**src/rtl/init_seq.sv**
```systemverilog
// ----------------------------------------------------------------------------
// init_seq
//
// Power-up baud-rate initialisation sequencer for CH_NUM UART channels.
// After the PLL reports lock, the block waits WAIT_LEN settle cycles, then
// walks the channels in order. For each channel it loads that channel's baud
// word and fires a one-cycle latch strobe, followed by a gap before the next
// channel. When every channel has been latched it sits in DONE until lock
// is lost, a new lock edge arrives, or a reinit request is made in DONE.
//
// Optional feature (macro INIT_SEQ_ACK_EN):
//   When defined, each gap ends early on ack[ch], or after ACK_TO cycles
//   without an ack, which sets the sticky err[ch] flag. When undefined, ack
//   is ignored, err is tied low and every gap is GAP_LEN cycles long.
//
// Ports
//   clk        in   system clock, rising edge
//   rst        in   asynchronous active-low reset
//   locked     in   PLL lock indication (synchronous to clk)
//   reinit     in   one-cycle request to rerun the sequence (honoured in DONE)
//   baud_cfg   in   per-channel baud words, channel i at [i*BAUD_W +: BAUD_W]
//   ack        in   per-channel latch acknowledge (INIT_SEQ_ACK_EN only)
//   latch_baud out  one-hot single-cycle latch strobes
//   baud_word  out  registered baud words, same packing as baud_cfg
//   busy       out  high in WAIT, LATCH and GAP
//   done       out  high while in DONE
//   err        out  per-channel sticky ack-timeout flags
// ----------------------------------------------------------------------------
module init_seq #(
    parameter int CH_NUM   = 2,
    parameter int BAUD_W   = 16,
    parameter int WAIT_LEN = 32728,
    parameter int GAP_LEN  = 16,
    parameter int ACK_TO   = 1024
) (
    input  logic                       clk,
    input  logic                       rst,
    input  logic                       locked,
    input  logic                       reinit,
    input  logic [CH_NUM*BAUD_W-1:0]   baud_cfg,
    input  logic [CH_NUM-1:0]          ack,
    output logic [CH_NUM-1:0]          latch_baud,
    output logic [CH_NUM*BAUD_W-1:0]   baud_word,
    output logic                       busy,
    output logic                       done,
    output logic [CH_NUM-1:0]          err
);

    typedef enum logic [2:0] {
        IDLE,
        WAIT,
        LATCH,
        GAP,
        DONE
    } state_t;

    localparam logic [15:0]       WAIT_LAST = 16'(WAIT_LEN - 1);
    localparam logic [2:0]        CH_LAST   = 3'(CH_NUM - 1);
    localparam logic [CH_NUM-1:0] CH_ONE    = CH_NUM'(1);

    state_t              state;
    logic [15:0]         cnt;
    logic [2:0]          ch;
    logic                locked_r;

    logic [2:0]          ch_nxt;
    logic [2:0]          lat_ch;
    logic [CH_NUM-1:0]   lat_mask;
    logic [CH_NUM-1:0]   ch_mask;
    logic                gap_end;

    // The channel about to be latched: channel 0 when leaving WAIT,
    // the next channel when leaving a gap.
    assign ch_nxt   = ch + 3'd1;
    assign lat_ch   = (state == GAP) ? ch_nxt : 3'd0;
    assign lat_mask = CH_ONE << lat_ch;
    assign ch_mask  = CH_ONE << ch;

`ifdef INIT_SEQ_ACK_EN
    localparam logic [15:0] ACK_LAST = 16'(ACK_TO - 1);

    logic [CH_NUM-1:0] err_q;
    logic              ack_hit;
    logic              ack_timeout;
    logic [15:0]       unused_gap_len;

    // A gap ends on the current channel's ack, or on timeout when no ack
    // has arrived within ACK_TO cycles.
    assign ack_hit        = |(ack & ch_mask);
    assign ack_timeout    = !ack_hit && (cnt == ACK_LAST);
    assign gap_end        = ack_hit || (cnt == ACK_LAST);
    assign err            = err_q;
    assign unused_gap_len = 16'(GAP_LEN);
`else
    localparam logic [15:0] GAP_LAST = 16'(GAP_LEN - 1);

    logic [CH_NUM-1:0] unused_ack;
    logic [15:0]       unused_ack_to;

    assign gap_end       = (cnt == GAP_LAST);
    assign err           = '0;
    assign unused_ack    = ack;
    assign unused_ack_to = 16'(ACK_TO);
`endif

    // Sequencer. Lock loss wins over everything, then a fresh lock edge or
    // a reinit in DONE restarts the sequence; otherwise the state walks
    // WAIT -> (LATCH -> GAP) per channel -> DONE. latch_baud defaults to 0
    // every cycle so each strobe lasts exactly one cycle. The baud word is
    // loaded on the same edge that enters LATCH so it is valid with the strobe.
    always_ff @(posedge clk or negedge rst) begin
        if (!rst) begin
            state      <= IDLE;
            cnt        <= '0;
            ch         <= '0;
            locked_r   <= 1'b0;
            latch_baud <= '0;
            baud_word  <= '0;
            busy       <= 1'b0;
            done       <= 1'b0;
`ifdef INIT_SEQ_ACK_EN
            err_q      <= '0;
`endif
        end else begin
            locked_r   <= locked;
            latch_baud <= '0;
            if (!locked) begin
                state <= IDLE;
                cnt   <= '0;
                busy  <= 1'b0;
                done  <= 1'b0;
            end else if (!locked_r || (state == DONE && reinit)) begin
                state <= WAIT;
                cnt   <= '0;
                ch    <= '0;
                busy  <= 1'b1;
                done  <= 1'b0;
`ifdef INIT_SEQ_ACK_EN
                err_q <= '0;
`endif
            end else begin
                case (state)
                    WAIT: begin
                        if (cnt == WAIT_LAST) begin
                            state      <= LATCH;
                            cnt        <= '0;
                            latch_baud <= lat_mask;
                            for (int i = 0; i < CH_NUM; i++) begin
                                if (lat_mask[i]) begin
                                    baud_word[i*BAUD_W +: BAUD_W] <= baud_cfg[i*BAUD_W +: BAUD_W];
                                end
                            end
                        end else begin
                            cnt <= cnt + 16'd1;
                        end
                    end
                    LATCH: begin
                        state <= GAP;
                        cnt   <= '0;
                    end
                    GAP: begin
                        if (gap_end) begin
                            cnt <= '0;
`ifdef INIT_SEQ_ACK_EN
                            if (ack_timeout) begin
                                err_q <= err_q | ch_mask;
                            end
`endif
                            if (ch == CH_LAST) begin
                                state <= DONE;
                                busy  <= 1'b0;
                                done  <= 1'b1;
                            end else begin
                                state      <= LATCH;
                                ch         <= ch_nxt;
                                latch_baud <= lat_mask;
                                for (int i = 0; i < CH_NUM; i++) begin
                                    if (lat_mask[i]) begin
                                        baud_word[i*BAUD_W +: BAUD_W] <= baud_cfg[i*BAUD_W +: BAUD_W];
                                    end
                                end
                            end
                        end else begin
                            cnt <= cnt + 16'd1;
                        end
                    end
                    default: begin
                        // IDLE waits for a lock edge, DONE for reinit.
                    end
                endcase
            end
        end
    end

endmodule

```
**config.mk**
```make
export PLATFORM = sky130hd
export DESIGN_NAME = init_seq
export DESIGN_NICKNAME = d
export VERILOG_FILES = /design/src/rtl/init_seq.sv
export SDC_FILE = /design/constraint.sdc
export NUM_CORES = 1
export LEC_CHECK = 0
export BUFFER_PORTS_ARGS = -buffer_cell sky130_fd_sc_hd__buf_2
export CORE_MARGIN = 1.5
export CORE_UTILIZATION = 56
export CTS_CLUSTER_SIZE = 16
export DETAILED_ROUTE_END_ITERATION = 10
export PLACE_DENSITY = 0.9
export SETUP_SLACK_MARGIN = 0.1
export SLEW_MARGIN = 30
export SYNTH_ARGS = -nofsm -noshare
export SYNTH_HDL_FRONTEND = slang
export SYNTH_SLANG_ARGS = --single-unit
```
**constraint.sdc**
```tcl
create_clock -name clk -period 6.3 [get_ports clk]
set_input_delay 0.945 -clock clk [delete_from_list [all_inputs] [get_ports clk]]
set_output_delay 0.945 -clock clk [all_outputs]
set_load 0.005 [all_outputs]
```
# [After elaboration in Yosys (flattened, before gate mapping)]
# Cells that the tools add are included.
# Widths: inputs -> output; s select.
[totals] latch_bits=0 wordCells=77 mem_bits_rw=0 mem_bits_ro=0 reg_bits=59 memories=0
[op_classes] muxes=38 n_div=0 magnitude_cmp=0 n_bitwise=1 addsub=2 n_shift=1 eq_ne=17 n_reduce_logical=10 multipliers=0
[ops] op="$mux 16" count=6
[ops] op="$mux 32" count=3
[ops] op="$pmux 32 s2" count=1
[ops] op="$pmux 16 s3" count=1
[ops] op="$mux 3" count=10
[ops] op="$add 16x1->16 const B" count=1
[ops] op="$eq 16x15->1 const B" count=1
[ops] op="$eq 16x4->1 const B" count=1
[ops] op="$mux 1" count=10
[ops] op="$mux 2" count=5
[ops] op="$ne 3x1->1 const B" count=3
[ops] op="$pmux 3 s3" count=1
[ops] op="$ne 2x2->1 const B" count=4
[ops] op="$eq 3x1->1 const B" count=2
[ops] op="$eq 3x2->1 const B" count=2
[ops] op="$reduce_and 3->1" count=2
[ops] op="$reduce_and 6->1" count=1
[ops] op="$reduce_bool 2->1" count=3
[ops] op="$ne 5x1->1 const B" count=1
[ops] op="$ne 4x3->1 const B" count=1
[ops] op="$ne 4x4->1 const B" count=1
[ops] op="$pmux 2 s2" count=1
[ops] op="$reduce_and 4->1" count=1
[ops] op="$add 3x1->3 const B" count=1
[ops] op="other kinds (6)" count=6

# [Longest topological paths before layout]
[depth] depth_word=8 depth_mapped=9 depth_no_buf=7

# [Worst setup path after synthesis]
# OpenSTA, ideal clock, no wires.
[synth_timing] path_kind="flip-flop to flip-flop" from="register cnt[5]" to="register baud_word[10]" path_buffers=2 setup_slack_ns=3.731 path_stages_with_launch=8 period_less_slack_ns=2.569 arrival_ns=2.444 path_cell_list="dfrtp_1 or4b_4 or4_4 o32ai_2 and2b_1 buf_6 buf_12 mux2_4"
[synth_via] elab_chain_cells=3 elab_cells_between_ends=5
[synth_lines] item="start: declaration" line_no="62" source="logic [15:0] cnt;"
[synth_lines] item="start signal: assignment" line_no="154" source="cnt <= cnt + 16'd1;"
[synth_lines] item="start signal: assignment" line_no="184" source="cnt <= cnt + 16'd1;"
[synth_lines] item="$eq 16x15->1 / $eq 16x4->1 (equally long branches)" line_no="144, 100"
[synth_lines] item="$ne 2x2->1 (no line)"
[synth_lines] item="$reduce_and 6->1 (no line) *"
[synth_lines] item="end signal: indexed assignment" line_no="150" source="baud_word[i*BAUD_W +: BAUD_W] <= baud_cfg[i*BAUD_W +: BAUD_W];"
[synth_lines] item="end signal: indexed assignment" line_no="179" source="baud_word[i*BAUD_W +: BAUD_W] <= baud_cfg[i*BAUD_W +: BAUD_W];"
[synth_lines] item="end: declaration" line_no="43" source="output logic [CH_NUM*BAUD_W-1:0] baud_word,"
# Every way passes the cells marked *; elsewhere a longest branch is shown, timed or not.
# A chain may end at the register's enable or synchronous reset.

# [Worst setup path after layout]
[layout_timing] from="register cnt[5]" to="register baud_word[4]"
# Same word-level chain as after synthesis.

==> flow_summary_export.csv <==
group,metric,value,unit
global_route,grt.busiest_layer,"met2",
final_layout,finalInstanceArea,3462,µm²
timing,fmax,323.6,MHz
cts,ctsRootBufferMaster,"clkbuf_8",
timing,tns,0,ps
timing,min_period_over_period,49.06,%
cts,clock_sinks,59,
synth,avgSynthCellArea,11.88,µm²
global_route,overflow,0,
cts,insertion_delay,340,ps
floorplan,die-width,74.66,µm
timing,relSlewSlack,43.88,%
floorplan,start_util,59.30,%
timing,tightestPinTransition,841.8,ps
timing,min_period,3091,ps
route,route.vias.total,2200,
floorplan,die_area,5573,µm²
final_layout,seq_area,1476,µm²
cts,ctsHoldBuffers,0,
job,drv_cap,0,
power_and_ir_drop,power,776.9,µW
global_route,use_met1,30.27,%
final_layout,nFillCells,326,
final_layout,multi_input_area,1308,µm²
cts,cts_tree,"built",
power_and_ir_drop,power_density,224.4,nW/µm²
global_route,grtUsageMet3,7.764,%
hold_path,hold_class,"flip-flop to flip-flop",
route,wl_per_cell,16.19,µm
synth,ys.flop_type,"dfrtp_1",
timing,hold_slack,503.4,ps
route,drt_first_pass_iters,4,
setup_path,slowest_stage,"and2b_1",
setup_path,critical_path_class,"flip-flop to flip-flop",
setup_path,cp.required,6520,ps
setup_path,end_kind,"flip-flop",
placement,port_buffers,71,
placement,globalplace.congestion,0.8862,
synth,synth_commonest_cells,"59 x dfrtp_1, 20 x mux2_4, 19 x nor2_1",
synth,synth_top_cells_by_area,"dfrtp_1 51%, mux2_4 10%, mux2_2 5.1%",
global_route,grt_max_degree,60,
power_and_ir_drop,leakage,1.779,nW
timing,finalMaxSlewViolations,0,
route,wl,6.281,mm
setup_path,crit_family,"simple AND/OR/NAND/NOR gates",
synth,ys_warn_count,0,
setup_path,arrival,3310,ps
cts,clk_path_buf_depth,2,
global_route,grt_use_total,24.11,%
cts,path_clk_slew,60,ps
global_route,antenna_found_initial,0,
global_route,grt_pass1_vias,2137,
timing,rsz0062_at_grt,"false",
timing,finClkSkew,10.92,ps
synth,synth_top_cell_area_share,51.35,%
setup_path,cp.buffers_inverters,0,
global_route,grt_first_pass_wirelength,9.977,mm
route,drtIter0Drc,113,
cts,htree_levels,3,
power_and_ir_drop,power_frac_comb,4.2,%
power_and_ir_drop,p_int,607.0,µW
power_and_ir_drop,power_switching,169.9,µW
synth,synthesis.instances,242,
route,drc,0,
final_layout,area_growth,20.41,%
route,via_per_inst,5.670,
synth,netlist_area,2875,µm²
final_layout,antennaDiodeCount,0,
floorplan,row_count,25,
synth,synth_seq_cells,59,
setup_path,path_max_fanout,16,
power_and_ir_drop,seqPwrFrac,49.3,%
placement,dp_hpwl,4.453,mm
global_route,grt_use_met2,38.49,%
cts,postCtsSetupBuffers,0,
power_and_ir_drop,clkPwrFrac,46.5,%
setup_path,critical_path.cell_chain,"or4b_4 > or4_4 > o32ai_2 > and2b_1 > mux2_2",
synth,synth_most_common_cell,"dfrtp_1",
synth,synth_area_leader_cell,"dfrtp_1",
synth,synth_cell_types,51,
floorplan,ios,76,
setup_path,cp-start-kind,"flip-flop",
route,ant_nets,0,
timing,setup_viol,0,
floorplan,fp.dieH,74.66,µm
cts,ctsResizeCount,0,
final_layout,fin_util,71.41,%
power_and_ir_drop,vdd_drop_max,137.6,µV
final_layout,final_nets,357,
final_layout,drive_gt1_share,39.88,%
power_and_ir_drop,p_sw_share,21.86,%
timing,hold_viol,0,
synth,synth_edf_count,0,
synth,ys_async_sr_fraction,100.0,%
floorplan,core,4848,µm²
outcome,status,"finished, final reports clean",
cts,cts_buffers,9,
setup_path,max_stage_delay,720,ps
synth,synth_seq_area_share,51.35,%
placement,placed_area,3249,µm²
==> metrics by stage <==
| step | cells | setup WS, ps |
|---|---|---|
| 5_1_grt | 388 | 3096 |
| 2_1_floorplan | 243 | 3731 |
| 6_report | 388 | 3209 |
| 3_3_place_gp | 372 | 3263 |
| 3_5_place_dp | 372 | 3217 |
| 4_1_cts | 388 | 3207 |
==> state kept, by name (all words and copies together), names as in the netlist <==
register and count:
cnt 16, done 1, latch_baud 2, baud_word 32, locked_r 1, ch 3, busy 1, state 3
==> worst register-to-register path: cells and delay by family (launching register included) <==
kind | cells | cell delay (ps)
AOI/OAI and AO/OA | 1 | 270
DFF | 1 | 430
muxes | 1 | 430
and+or+nand+nor | 3 | 1850
==> kinds of logic after synthesis <==
| family | count (synthesis) | synth area share [%] |
|---|---|---|
| adders and majority gates | 3 | 1.306 |
| other | 1 | 0.1304 |
| and+or+nand+nor | 85 | 16.67 |
| muxes | 33 | 15.54 |
| xor gates and xnor gates | 7 | 2.132 |
| AOI/OAI and AO/OA | 39 | 9.574 |
| DFF | 59 | 51.35 |
| buffers and inverters | 15 | 3.307 |
==> cell type report <==
class / count / area share [%]
inverter: 5 / 0.5421
multi-input combinational: 169 / 37.77
sequential: 59 / 42.65
clock buffer: 12 / 4.770
clock inverter: 4 / 1.373
tap: 67 / 2.421
timing repair buffer: 72 / 10.48
==> path summary, 6_finish.rpt <==
path | start | end | slack [ps] | cells after the start
max in group asynchronous | rst | cnt[4] | 5070 | 2
min in group asynchronous | rst | cnt[11] | 730 | 2
worst min-delay path | baud_word[1] | baud_word[1] | 500 | 1
worst min register to register | baud_word[1] | baud_word[1] | 500 | 1
worst max register to register | cnt[5] | baud_word[4] | 3210 | 5
worst max-delay path | cnt[5] | baud_word[4] | 3210 | 5
==> power by group through the flow <==
| stage | clock network [mW] | registers [mW] | logic [mW] |
|---|---|---|---|
| after floorplan | 0 | 0.389 | 0.0120 |
| after global placement | 0 | 0.389 | 0.0317 |
| after detailed placement | 0 | 0.390 | 0.0333 |
| after CTS | 0.366 | 0.383 | 0.0336 |
| after global routing | 0.384 | 0.383 | 0.0376 |
| final | 0.361 | 0.383 | 0.0329 |
==> routing by layer <==
metal  share of wire [%]  up-vias
li1                    -     1037
met4                 2.2        0
met2                  46       86
met3                 8.2       12
met1                  43     1065
met5                   0        -
==> cell usage in the layout, fill, tap and decap left out, types with 8 or more instances in the layout <==
| master | count |
|---|---|
| buf_2 | 71 |
| clkbuf_8 | 12 |
| dfrtp_1 | 59 |
| mux2_2 | 13 |
| mux2_4 | 20 |
| nand2_1 | 10 |
| nand3_1 | 8 |
| nor2_1 | 19 |
| nor3_1 | 9 |
| o21ai_0 | 10 |
Power figures use the tool's default switching activity.
